## src/rtl/booth_ctrl_if.sv

```systemverilog
// booth_ctrl_if: request/result handshake plus the datapath control bundle
// exchanged between the Booth sequencing controller and its surroundings.
// The slave modport is the controller; the master modport is the requester
// together with the datapath that feeds back the Booth bit pair.
interface booth_ctrl_if #(
  parameter int CNT_W = 5
);
  logic             start_valid;
  logic             start_ready;
  logic [1:0]       q_pair;
  logic             ld_operands;
  logic             clr_acc;
  logic             acc_en;
  logic             add_sub;
  logic             shift_en;
  logic             ld_product;
  logic             done_valid;
  logic             done_ready;
  logic             busy;
  logic [CNT_W-1:0] iter_count;

  modport slave (
    input  start_valid, q_pair, done_ready,
    output start_ready, ld_operands, clr_acc, acc_en, add_sub, shift_en,
           ld_product, done_valid, busy, iter_count
  );

  modport master (
    output start_valid, q_pair, done_ready,
    input  start_ready, ld_operands, clr_acc, acc_en, add_sub, shift_en,
           ld_product, done_valid, busy, iter_count
  );
endinterface

```

## src/rtl/booth_ctrl.sv

```systemverilog
// booth_ctrl: sequencing controller for a radix-2 Booth multiplier datapath.
// Accepts a request, loads operands, alternates N evaluate/shift iterations
// driven by the Booth pair {Q0, Q-1}, strobes the product register and holds
// a result-valid flag until the consumer accepts. All strobes are decoded
// from the registered state; only acc_en/add_sub look at q_pair, in EVAL.
module booth_ctrl #(
  parameter int N     = 16,
  parameter int CNT_W = 5
) (
  input  logic        clk,
  input  logic        reset,
  booth_ctrl_if.slave bus
);

  localparam logic [2:0] S_IDLE   = 3'd0;
  localparam logic [2:0] S_LOAD   = 3'd1;
  localparam logic [2:0] S_EVAL   = 3'd2;
  localparam logic [2:0] S_SHIFT  = 3'd3;
  localparam logic [2:0] S_FINISH = 3'd4;
  localparam logic [2:0] S_DONE   = 3'd5;

  localparam logic [CNT_W-1:0] CNT_N    = CNT_W'(N);
  localparam logic [CNT_W-1:0] CNT_ONE  = {{(CNT_W-1){1'b0}}, 1'b1};
  localparam logic [CNT_W-1:0] CNT_ZERO = {CNT_W{1'b0}};

  // Booth recoding of {Q0, Q-1}: returns {acc_en, add_sub}.
  // 01 -> add M, 10 -> subtract M, 00/11 -> no accumulator write.
  function automatic logic [1:0] booth_decode(input logic [1:0] pair);
    logic [1:0] res;
    case (pair)
      2'b01:   res = 2'b10;
      2'b10:   res = 2'b11;
      default: res = 2'b00;
    endcase
    return res;
  endfunction

  logic [2:0]       state_r;
  logic [2:0]       state_nxt_s;
  logic [CNT_W-1:0] iter_r;
  logic [CNT_W-1:0] iter_nxt_s;
  logic [1:0]       booth_s;

  // Next-state and iteration-counter logic.
  always_comb begin
    state_nxt_s = state_r;
    iter_nxt_s  = iter_r;
    case (state_r)
      S_IDLE: begin
        if (bus.start_valid) begin
          state_nxt_s = S_LOAD;
        end else begin
          state_nxt_s = S_IDLE;
        end
      end
      S_LOAD: begin
        iter_nxt_s  = CNT_N;
        state_nxt_s = S_EVAL;
      end
      S_EVAL: begin
        state_nxt_s = S_SHIFT;
      end
      S_SHIFT: begin
        // Saturating decrement: the counter never wraps below zero.
        if (iter_r != CNT_ZERO) begin
          iter_nxt_s = iter_r - CNT_ONE;
        end else begin
          iter_nxt_s = CNT_ZERO;
        end
        // A corrupted zero count also exits instead of looping forever.
        if (iter_r <= CNT_ONE) begin
          state_nxt_s = S_FINISH;
        end else begin
          state_nxt_s = S_EVAL;
        end
      end
      S_FINISH: begin
        state_nxt_s = S_DONE;
      end
      S_DONE: begin
        if (bus.done_ready) begin
          state_nxt_s = S_IDLE;
        end else begin
          state_nxt_s = S_DONE;
        end
      end
      default: begin
        state_nxt_s = S_IDLE;
        iter_nxt_s  = CNT_ZERO;
      end
    endcase
  end

  // State and counter registers with synchronous reset.
  always_ff @(posedge clk) begin
    if (reset) begin
      state_r <= S_IDLE;
      iter_r  <= CNT_ZERO;
    end else begin
      state_r <= state_nxt_s;
      iter_r  <= iter_nxt_s;
    end
  end

  // Booth pair decode, only meaningful while in EVAL.
  always_comb begin
    booth_s = booth_decode(bus.q_pair);
  end

  // Datapath strobes; held low while reset is asserted so an abort never
  // issues a write (in particular no late ld_product).
  always_comb begin
    bus.ld_operands = 1'b0;
    bus.clr_acc     = 1'b0;
    bus.acc_en      = 1'b0;
    bus.add_sub     = 1'b0;
    bus.shift_en    = 1'b0;
    bus.ld_product  = 1'b0;
    if (reset) begin
      bus.ld_operands = 1'b0;
    end else begin
      case (state_r)
        S_LOAD: begin
          bus.ld_operands = 1'b1;
          bus.clr_acc     = 1'b1;
        end
        S_EVAL: begin
          bus.acc_en  = booth_s[1];
          bus.add_sub = booth_s[0];
        end
        S_SHIFT: begin
          bus.shift_en = 1'b1;
        end
        S_FINISH: begin
          bus.ld_product = 1'b1;
        end
        default: begin
          bus.ld_operands = 1'b0;
        end
      endcase
    end
  end

  // Handshake and status flags.
  always_comb begin
    bus.start_ready = (state_r == S_IDLE) && !reset;
    bus.done_valid  = (state_r == S_DONE);
    bus.busy        = (state_r != S_IDLE);
    bus.iter_count  = iter_r;
  end

endmodule

```

## src/flat_wrapper.sv

```systemverilog
// flat-port wrapper written by rule: the top's interface ports become plain ports
module booth_ctrl_flat 
#(
  parameter int N     = 16,
  parameter int CNT_W = 5
)
  (clk, reset, bus_start_valid, bus_q_pair, bus_done_ready, bus_start_ready, bus_ld_operands, bus_clr_acc, bus_acc_en, bus_add_sub, bus_shift_en, bus_ld_product, bus_done_valid, bus_busy, bus_iter_count);
  booth_ctrl_if #(.CNT_W(CNT_W)) bus_i ();
  input  logic clk;
  input  logic reset;
  input wire logic [$bits(bus_i.start_valid)-1:0] bus_start_valid;
  input wire logic [$bits(bus_i.q_pair)-1:0] bus_q_pair;
  input wire logic [$bits(bus_i.done_ready)-1:0] bus_done_ready;
  output wire logic [$bits(bus_i.start_ready)-1:0] bus_start_ready;
  output wire logic [$bits(bus_i.ld_operands)-1:0] bus_ld_operands;
  output wire logic [$bits(bus_i.clr_acc)-1:0] bus_clr_acc;
  output wire logic [$bits(bus_i.acc_en)-1:0] bus_acc_en;
  output wire logic [$bits(bus_i.add_sub)-1:0] bus_add_sub;
  output wire logic [$bits(bus_i.shift_en)-1:0] bus_shift_en;
  output wire logic [$bits(bus_i.ld_product)-1:0] bus_ld_product;
  output wire logic [$bits(bus_i.done_valid)-1:0] bus_done_valid;
  output wire logic [$bits(bus_i.busy)-1:0] bus_busy;
  output wire logic [$bits(bus_i.iter_count)-1:0] bus_iter_count;
  assign bus_i.start_valid = bus_start_valid;
  assign bus_i.q_pair = bus_q_pair;
  assign bus_i.done_ready = bus_done_ready;
  assign bus_start_ready = bus_i.start_ready;
  assign bus_ld_operands = bus_i.ld_operands;
  assign bus_clr_acc = bus_i.clr_acc;
  assign bus_acc_en = bus_i.acc_en;
  assign bus_add_sub = bus_i.add_sub;
  assign bus_shift_en = bus_i.shift_en;
  assign bus_ld_product = bus_i.ld_product;
  assign bus_done_valid = bus_i.done_valid;
  assign bus_busy = bus_i.busy;
  assign bus_iter_count = bus_i.iter_count;
  booth_ctrl #(.N(N), .CNT_W(CNT_W)) u_core (.clk(clk), .reset(reset), .bus(bus_i));
endmodule
```

## config.mk

```make
export PLATFORM = sky130hd
export DESIGN_NAME = booth_ctrl_flat
export DESIGN_NICKNAME = d
export VERILOG_FILES = /design/src/rtl/booth_ctrl_if.sv /design/src/rtl/booth_ctrl.sv /design/src/flat_wrapper.sv
export SDC_FILE = /design/constraint.sdc
export NUM_CORES = 1
export LEC_CHECK = 0
export BUFFER_PORTS_ARGS = -buffer_cell sky130_fd_sc_hd__buf_2
export CORE_AREA = 2 2 39 41
export CTS_BUF_LIST = sky130_fd_sc_hd__clkbuf_8 sky130_fd_sc_hd__clkbuf_16
export DETAILED_ROUTE_END_ITERATION = 16
export DIE_AREA = 0 0 41 43
export GPL_TIMING_DRIVEN = 0
export PLACE_DENSITY = 0.69
export SLEW_MARGIN = 20
export SYNTH_ARGS = -nofsm -noshare
export SYNTH_HDL_FRONTEND = slang
export SYNTH_SLANG_ARGS = --single-unit
export TNS_END_PERCENT = 20
```

## constraint.sdc

```tcl
create_clock -name clk -period 1.8 [get_ports clk]
set_clock_uncertainty 0.05 [all_clocks]
set_input_delay 0.27 -clock clk [delete_from_list [all_inputs] [get_ports clk]]
set_output_delay 0.27 -clock clk [all_outputs]
set_load 0.01 [all_outputs]
```

==> results of run 1 <==
[worst max-delay path by stage]
stage	endpoint	depth (start not counted)
6_report	bus_ld_operands	4
5_1_grt	bus_ld_operands	4
4_1_cts	bus_ld_product	3
3_5_place_dp	bus_ld_operands	4
3_3_place_gp	bus_ld_operands	4
2_1_floorplan	bus_ld_operands	3
[layer usage]
layer / GRT usage / wire length (um)
met2: 0.2813 / 568
met4: 0.1000 / 30
met5: 0 / 0
met1: 0.2104 / 570
met3: 0.04712 / 102
[state kept, by name (all words and copies together), names as in the netlist]
name / count
u_core.state_r: 3
u_core.bus.iter_count: 5
[cell usage in the layout, fill, tap and decap left out, types with 3 or more instances in the layout]
cell type                  instances
sky130_fd_sc_hd__inv_1             3
sky130_fd_sc_hd__dfxtp_1           8
sky130_fd_sc_hd__clkbuf_8          3
sky130_fd_sc_hd__nor2_1            9
sky130_fd_sc_hd__ha_1              4
sky130_fd_sc_hd__o21ai_0           3
sky130_fd_sc_hd__a21oi_1           4
sky130_fd_sc_hd__nor3_1            5
sky130_fd_sc_hd__nand2_1           6
sky130_fd_sc_hd__buf_2            19
[power by group]
part	total (W)	internal [W]	switching (W)
Clock	0.000216	0.000145	0.0000709
Sequential	0.000207	0.000191	0.0000161
Combinational	0.000144	0.0000631	0.0000808
Total	0.000567	0.000399	0.000168
[per-stage QoR]
step	hold slack (ns)	worst slack, ns	power [W]
2_1_floorplan	0.3843	0.09091	0.0003038
3_3_place_gp	0.4651	0.1545	0.0003444
3_5_place_dp	0.4734	0.1260	0.0003471
4_1_cts	0.3033	0.03737	0.0005660
5_1_grt	0.3234	0.008066	0.0006082
6_report	0.3044	0.1147	0.0005672
[kinds of logic after synthesis]
logic type	Yosys count	synth area share
AND/OR/NAND/NOR	34	0.3304
AO/OA/AOI/OAI	17	0.2000
buffers and inverters	9	0.07414
flip-flops	8	0.2876
adder cells (fa/ha/maj)	4	0.08989
multiplexers	1	0.01798
[what timing repair did]
item | 4_1_cts | 5_1_grt
hold endpoints to repair | 0 | 0
setup endpoints to repair | 2 | 3
resized for setup | 2 | 3
hold buffers | 0 | 0
cloned | 0 | 0
[cell type report]
class	instances	area share
multi-input cells	56	0.5068
flip-flops and latches	8	0.2192
repair buffers	19	0.1301
clock buffers	3	0.05651
plain buffers	5	0.03938
well taps	16	0.02740
inverters	4	0.02055
[worst reg2reg max path: cells and delay by family (launching register included)]
kind | cells | cell delay (ns)
AND/OR/NAND/NOR | 2 | 0.30
multiplexers | 1 | 0.24
buffers and inverters | 1 | 0.11
AO/OA/AOI/OAI | 1 | 0.11
adder cells (fa/ha/maj) | 1 | 0.17
flip-flops | 1 | 0.35
==> flow_metrics.py, run 1 <==
metrics = {
    "outcome": {
        "run_status": "completed",
    },
    "finish": {
        "post-route-cell-area_um2": 730.7,
        "multiInputGateArea_um2": 370.4,
        "layout.area.seq_um2": 160.2,
        "fill_cells": 144,
        "drive_gt1_frac": 0.3263,
        "nets": 107,
        "stdcell_count": 111,
        "share_of_the_core_filled_with_cells_in_the_final_layout": 0.5280,
        "n_antenna_cell": 0,
        "area_growth_syn_to_layout_pct": 31.24,
    },
    "global_route": {
        "grt_overflow_total": 0,
        "via_count_of_the_first_global_routing_pass": 511,
        "grt_max_degree": 11,
        "grt_antenna_before_repair": 0,
        "grt_first_pass_wirelength_mm": 2.111,
        "groute.usage.overall": 0.1801,
    },
    "synthesis": {
        "synth_fp_nets": 83,
        "dominantRegCellSynth": "sky130_fd_sc_hd__dfxtp_1",
        "share_of_synthesized_area_occupied_by_flip_flops_and_latches": 0.2876,
        "synth.lib_cells_used.distinct": 31,
        "synth.largest_area_cell": "sky130_fd_sc_hd__dfxtp_1",
        "synth.yosys.warnings": 0,
        "postSynth.asyncResetShare": 0,
        "synth_seq_cells": 8,
        "synth.cells.most_frequent": "9 x sky130_fd_sc_hd__nor2_1, 8 x sky130_fd_sc_hd__dfxtp_1, 6 x sky130_fd_sc_hd__nand2_1, 5 x sky130_fd_sc_hd__nor3_1",
        "post_synth_edffs": 0,
        "post-synth-top-count-cell": "sky130_fd_sc_hd__nor2_1",
        "synthesis.area_um2": 556.8,
        "post-synth-top-area-fraction": 0.2876,
        "synth_cells": 73,
        "synthesis.area_per_instance_um2": 7.627,
        "netlist_top_cells_area": "sky130_fd_sc_hd__dfxtp_1 29%, sky130_fd_sc_hd__ha_1 9.0%, sky130_fd_sc_hd__nor2_1 6.1%",
    },
    "placement": {
        "dpl-instance-area_um2": 671.9,
        "globalplace.congestion": 0.8703,
        "port_buffers": 19,
        "post-dp-hpwl_um": 934.8,
        "place_inst": 108,
    },
    "die": {
        "placeableCoreArea_um2": 1384,
        "floorplan_die_area_um2": 1763,
        "floorplan.die.width_um": 41,
        "rows": 14,
        "chipHeight_um": 43,
        "i_o_pin_count": 20,
        "floorplan.initialDensity": 0.4024,
    },
    "sta": {
        "report.final.setup_viol": 0,
        "maxSlewHeadroom": 0.6474,
        "setup-tns-final_ns": 0,
        "max_clk_rate_mhz": 593.4,
        "drv_slew": 0,
        "rsz0062_at_grt": "no",
        "timing.final.crit_share": 0.9363,
        "final-hold-violation-count": 0,
        "final_period_minus_worst_setup_slack_ns": 1.685,
        "tightest_slew_ns": 0.5289,
    },
    "clocking": {
        "root_buffer": "sky130_fd_sc_hd__clkbuf_8",
        "post-cts-setup-buffer-count": 0,
        "cts_tree": "yes",
        "clk_latency_ns": 0.23,
        "cts_num_sinks": 8,
        "ctsHtreeMaxLevel": 1,
        "cts_buffers": 3,
        "clock_input_transition_at_the_sequential_cells_of_the_worst_setup_and_hold_paths_ns": 0.04,
        "cts_max_path_buffers": 2,
    },
    "pwr": {
        "cellLeakagePower_nw": 0.3337,
        "power_per_cell_area_nw_per_um2": 776.2,
        "ir_worst_vdd_mv": 0.5094,
    },
    "worst_setup_path": {
        "timing.critical_path.from": "u_core.state_r[2]$_SDFF_PP0_",
        "regToRegEndpoint": "u_core.bus.iter_count[4]$_SDFFE_PP0N_",
        "arrival_ns": 1.37,
        "critical_path.top_delay_family": "buffers and inverters",
        "worst-endpoint-required_ns": 1.48,
        "worstPathCellList": "clkbuf_2 > nor4b_4 > buf_4 > buf_2",
        "reg_to_reg_critical_path_startpoint": "u_core.bus.iter_count[0]$_SDFFE_PP0N_",
        "crit_slowest_cell": "sky130_fd_sc_hd__dfxtp_1",
        "reg2reg_slack_ns": 0.35,
        "critical_path_class": "reg -> out",
        "worstSetupEndpointType": "output pin",
        "ff2ff_path_depth": 6,
        "setup.worst_path.start_class": "flip-flop",
        "critical_path.n_buffers_inverters": 3,
        "timing.critical_path.fanout_max": 10,
        "max_stage_delay_ns": 0.36,
    },
    "min_path": {
        "min_delay_path_depth": 3,
        "worstHoldPathType": "in -> reg",
        "worst_hold_startpoint": "bus_done_ready",
        "worst_hold_path.endpoint": "u_core.state_r[0]$_SDFF_PP0_",
    },
    "detailed_routing": {
        "routed_via_density": 5.351,
        "drt_pre_antenna_iters": 4,
        "drt_first_iter_violations": 8,
        "routedWlPerCell_um": 11.45,
        "drc_errors": 0,
        "route.vias.total": 594,
        "wirelength_mm": 1.271,
        "antenna_left": 0,
    },
    "flow_run": {
        "max-cap-violations": 0,
    },
}
No activity file was read; power rests on OpenSTA's default activity.
==> run 2, diff against run 1 <==
Settings changed: CORE_AREA 2 2 39 41 to 3 3 40 42, DIE_AREA 0 0 41 43 to 0 0 43 45.
==> flow_metrics.py, run 2 (same netlist as run 1, synthesis figures left out) <==
metrics = {
    "pwr": {
        "internal_power_w": 0.0003966,
        "combPwrFrac": 0.237,
        "power_switching_share": 0.2989,
        "power.share.clock": 0.385,
        "sequentialPowerShare": 0.379,
        "ir_worst_vdd_mv": 0.3434,
        "cellLeakagePower_nw": 0.3273,
        "power_per_cell_area_nw_per_um2": 789.1,
        "switchingPower_w": 0.0001691,
    },
    "worst_setup_path": {
        "crit_slowest_cell": "sky130_fd_sc_hd__dfxtp_1",
        "worstPathCellList": "clkbuf_2 > nor4b_2 > buf_4 > buf_2",
        "worstSetupEndpointType": "output pin",
        "arrival_ns": 1.37,
        "max_stage_delay_ns": 0.36,
        "worst-endpoint-required_ns": 1.48,
        "timing.critical_path.fanout_max": 10,
        "critical_path_class": "reg -> out",
        "critical_path.n_buffers_inverters": 3,
        "setup.worst_path.start_class": "flip-flop",
        "critical_path.top_delay_family": "buffers and inverters",
    },
    "clocking": {
        "cts_num_sinks": 8,
        "cts_max_path_buffers": 2,
        "cts_buffers": 3,
        "root_buffer": "sky130_fd_sc_hd__clkbuf_8",
        "clock_input_transition_at_the_sequential_cells_of_the_worst_setup_and_hold_paths_ns": 0.04,
        "cts_tree": "yes",
        "clk_latency_ns": 0.23,
        "post-cts-setup-buffer-count": 0,
        "cts_hold_repair.buffers": 0,
        "ctsHtreeMaxLevel": 1,
    },
    "outcome": {
        "run_status": "completed",
    },
    "min_path": {
        "worstHoldPathType": "in -> reg",
    },
    "detailed_routing": {
        "routedWlPerCell_um": 12.46,
        "antenna_left": 0,
        "drt_first_iter_violations": 30,
        "drc_errors": 0,
        "drt_pre_antenna_iters": 4,
        "wirelength_mm": 1.358,
        "route.vias.total": 614,
        "routed_via_density": 5.633,
    },
    "sta": {
        "setup-tns-final_ns": 0,
        "drv_slew": 0,
        "max_clk_rate_mhz": 592.8,
        "tightest_slew_ns": 0.4780,
        "fin_worst_hold_slack_ns": 0.2787,
        "timing.final.crit_share": 0.9372,
        "report.final.setup_viol": 0,
        "final_period_minus_worst_setup_slack_ns": 1.687,
        "final-hold-violation-count": 0,
        "rsz0062_at_grt": "no",
        "maxSlewHeadroom": 0.6813,
    },
    "die": {
        "floorplan.initialDensity": 0.4333,
        "placeableCoreArea_um2": 1285,
        "floorplan.die.width_um": 43,
        "chipHeight_um": 45,
        "i_o_pin_count": 20,
        "rows": 13,
        "floorplan_die_area_um2": 1935,
    },
    "global_route": {
        "grt_max_degree": 16,
        "groute.usage.overall": 0.1550,
        "via_count_of_the_first_global_routing_pass": 521,
        "grt_antenna_before_repair": 0,
        "grt_overflow_total": 0,
        "grt_first_pass_wirelength_mm": 2.221,
    },
    "placement": {
        "post-dp-hpwl_mm": 1.001,
        "port_buffers": 19,
        "globalplace.congestion": 0.7397,
    },
    "finish": {
        "largest_register_ffs": 5,
        "fill_cells": 129,
        "n_antenna_cell": 0,
        "final_common_cell": "sky130_fd_sc_hd__buf_2",
        "final_cell_mix": "19 x sky130_fd_sc_hd__buf_2, 9 x sky130_fd_sc_hd__nor2_1, 7 x sky130_fd_sc_hd__dfxtp_1",
        "area_growth_syn_to_layout_pct": 28.76,
        "nets": 106,
        "drive_gt1_frac": 0.3298,
    },
    "flow_run": {
        "max-cap-violations": 0,
    },
}
run 2: cell count changes in the layout (fill, tap and decap cells not counted):
cell / delta
sky130_fd_sc_hd__clkbuf_2: -1
sky130_fd_sc_hd__nor4b_2: +1
sky130_fd_sc_hd__nor4b_4: -1
sky130_fd_sc_hd__dfxtp_1: -1
sky130_fd_sc_hd__dfxtp_2: +1
run 2: worst min-delay path, stage by stage:
cell                       delay [ns]
sky130_fd_sc_hd__buf_2           0.09
sky130_fd_sc_hd__a221oi_1        0.07
sky130_fd_sc_hd__o21a_1          0.10
run 2: worst paths after layout:
check,from,end,slack [ns],cells past startpoint
setup reg to reg,u_core.bus.iter_count[0]$_SDFFE_PP0N_,u_core.bus.iter_count[2]$_SDFFE_PP0N_,0.33,5
hold / removal,bus_done_ready,u_core.state_r[0]$_SDFF_PP0_,0.28,3
hold reg to reg,u_core.bus.iter_count[0]$_SDFFE_PP0N_,u_core.bus.iter_count[0]$_SDFFE_PP0N_,0.47,2
setup / recovery,u_core.state_r[2]$_SDFF_PP0_,bus_ld_operands,0.11,4
run 2: power by group through the flow:
stage,Sequential (W),Combinational (W),Clock (W)
after global routing,0.000217,0.000149,0.000237
after global placement,0.000209,0.000137,0
final,0.000214,0.000134,0.000218
after floorplan,0.000210,0.0000936,0
after CTS,0.000213,0.000135,0.000220
after detailed placement,0.000210,0.000139,0
run 2: repair_timing:
item | in CTS | in global routing
resized for setup | 1 | 3
hold endpoints to repair | 0 | 0
setup endpoints to repair | 2 | 2
run 2: routing by layer:
metal,up-vias,share of wire,global-route usage
li1,303,-,-
met1,286,0.43,0.1787
met2,20,0.50,0.2635
met3,5,0.054,0.04781
met4,0,0.015,0.07229
met5,-,0,0
run 2: final cells by class:
class / instances / area, um2 / share of cell area
plain buffers: 4 / 23.77 / 0.03316
clock buffers: 3 / 41.29 / 0.05759
inverters: 4 / 15.01 / 0.02094
multi-input cells: 56 / 361.6 / 0.5044
flip-flops and latches: 8 / 161.4 / 0.2251
well taps: 15 / 18.77 / 0.02618
repair buffers: 19 / 95.09 / 0.1326
run 2: per-stage QoR:
stage	instance area [um2]	total power, W	setup WS (ns)	std cells	utilization
2_1_floorplan	556.8	0.0003038	0.09091	73	-
3_3_place_gp	670.6	0.0003466	0.1583	107	0.5219
3_5_place_dp	670.6	0.0003484	0.1327	107	0.5219
4_1_cts	714.4	0.0005680	0.02830	109	0.5560
5_1_grt	716.9	0.0006026	0.02298	109	0.5579
6_report	716.9	0.0005658	0.1131	109	0.5579
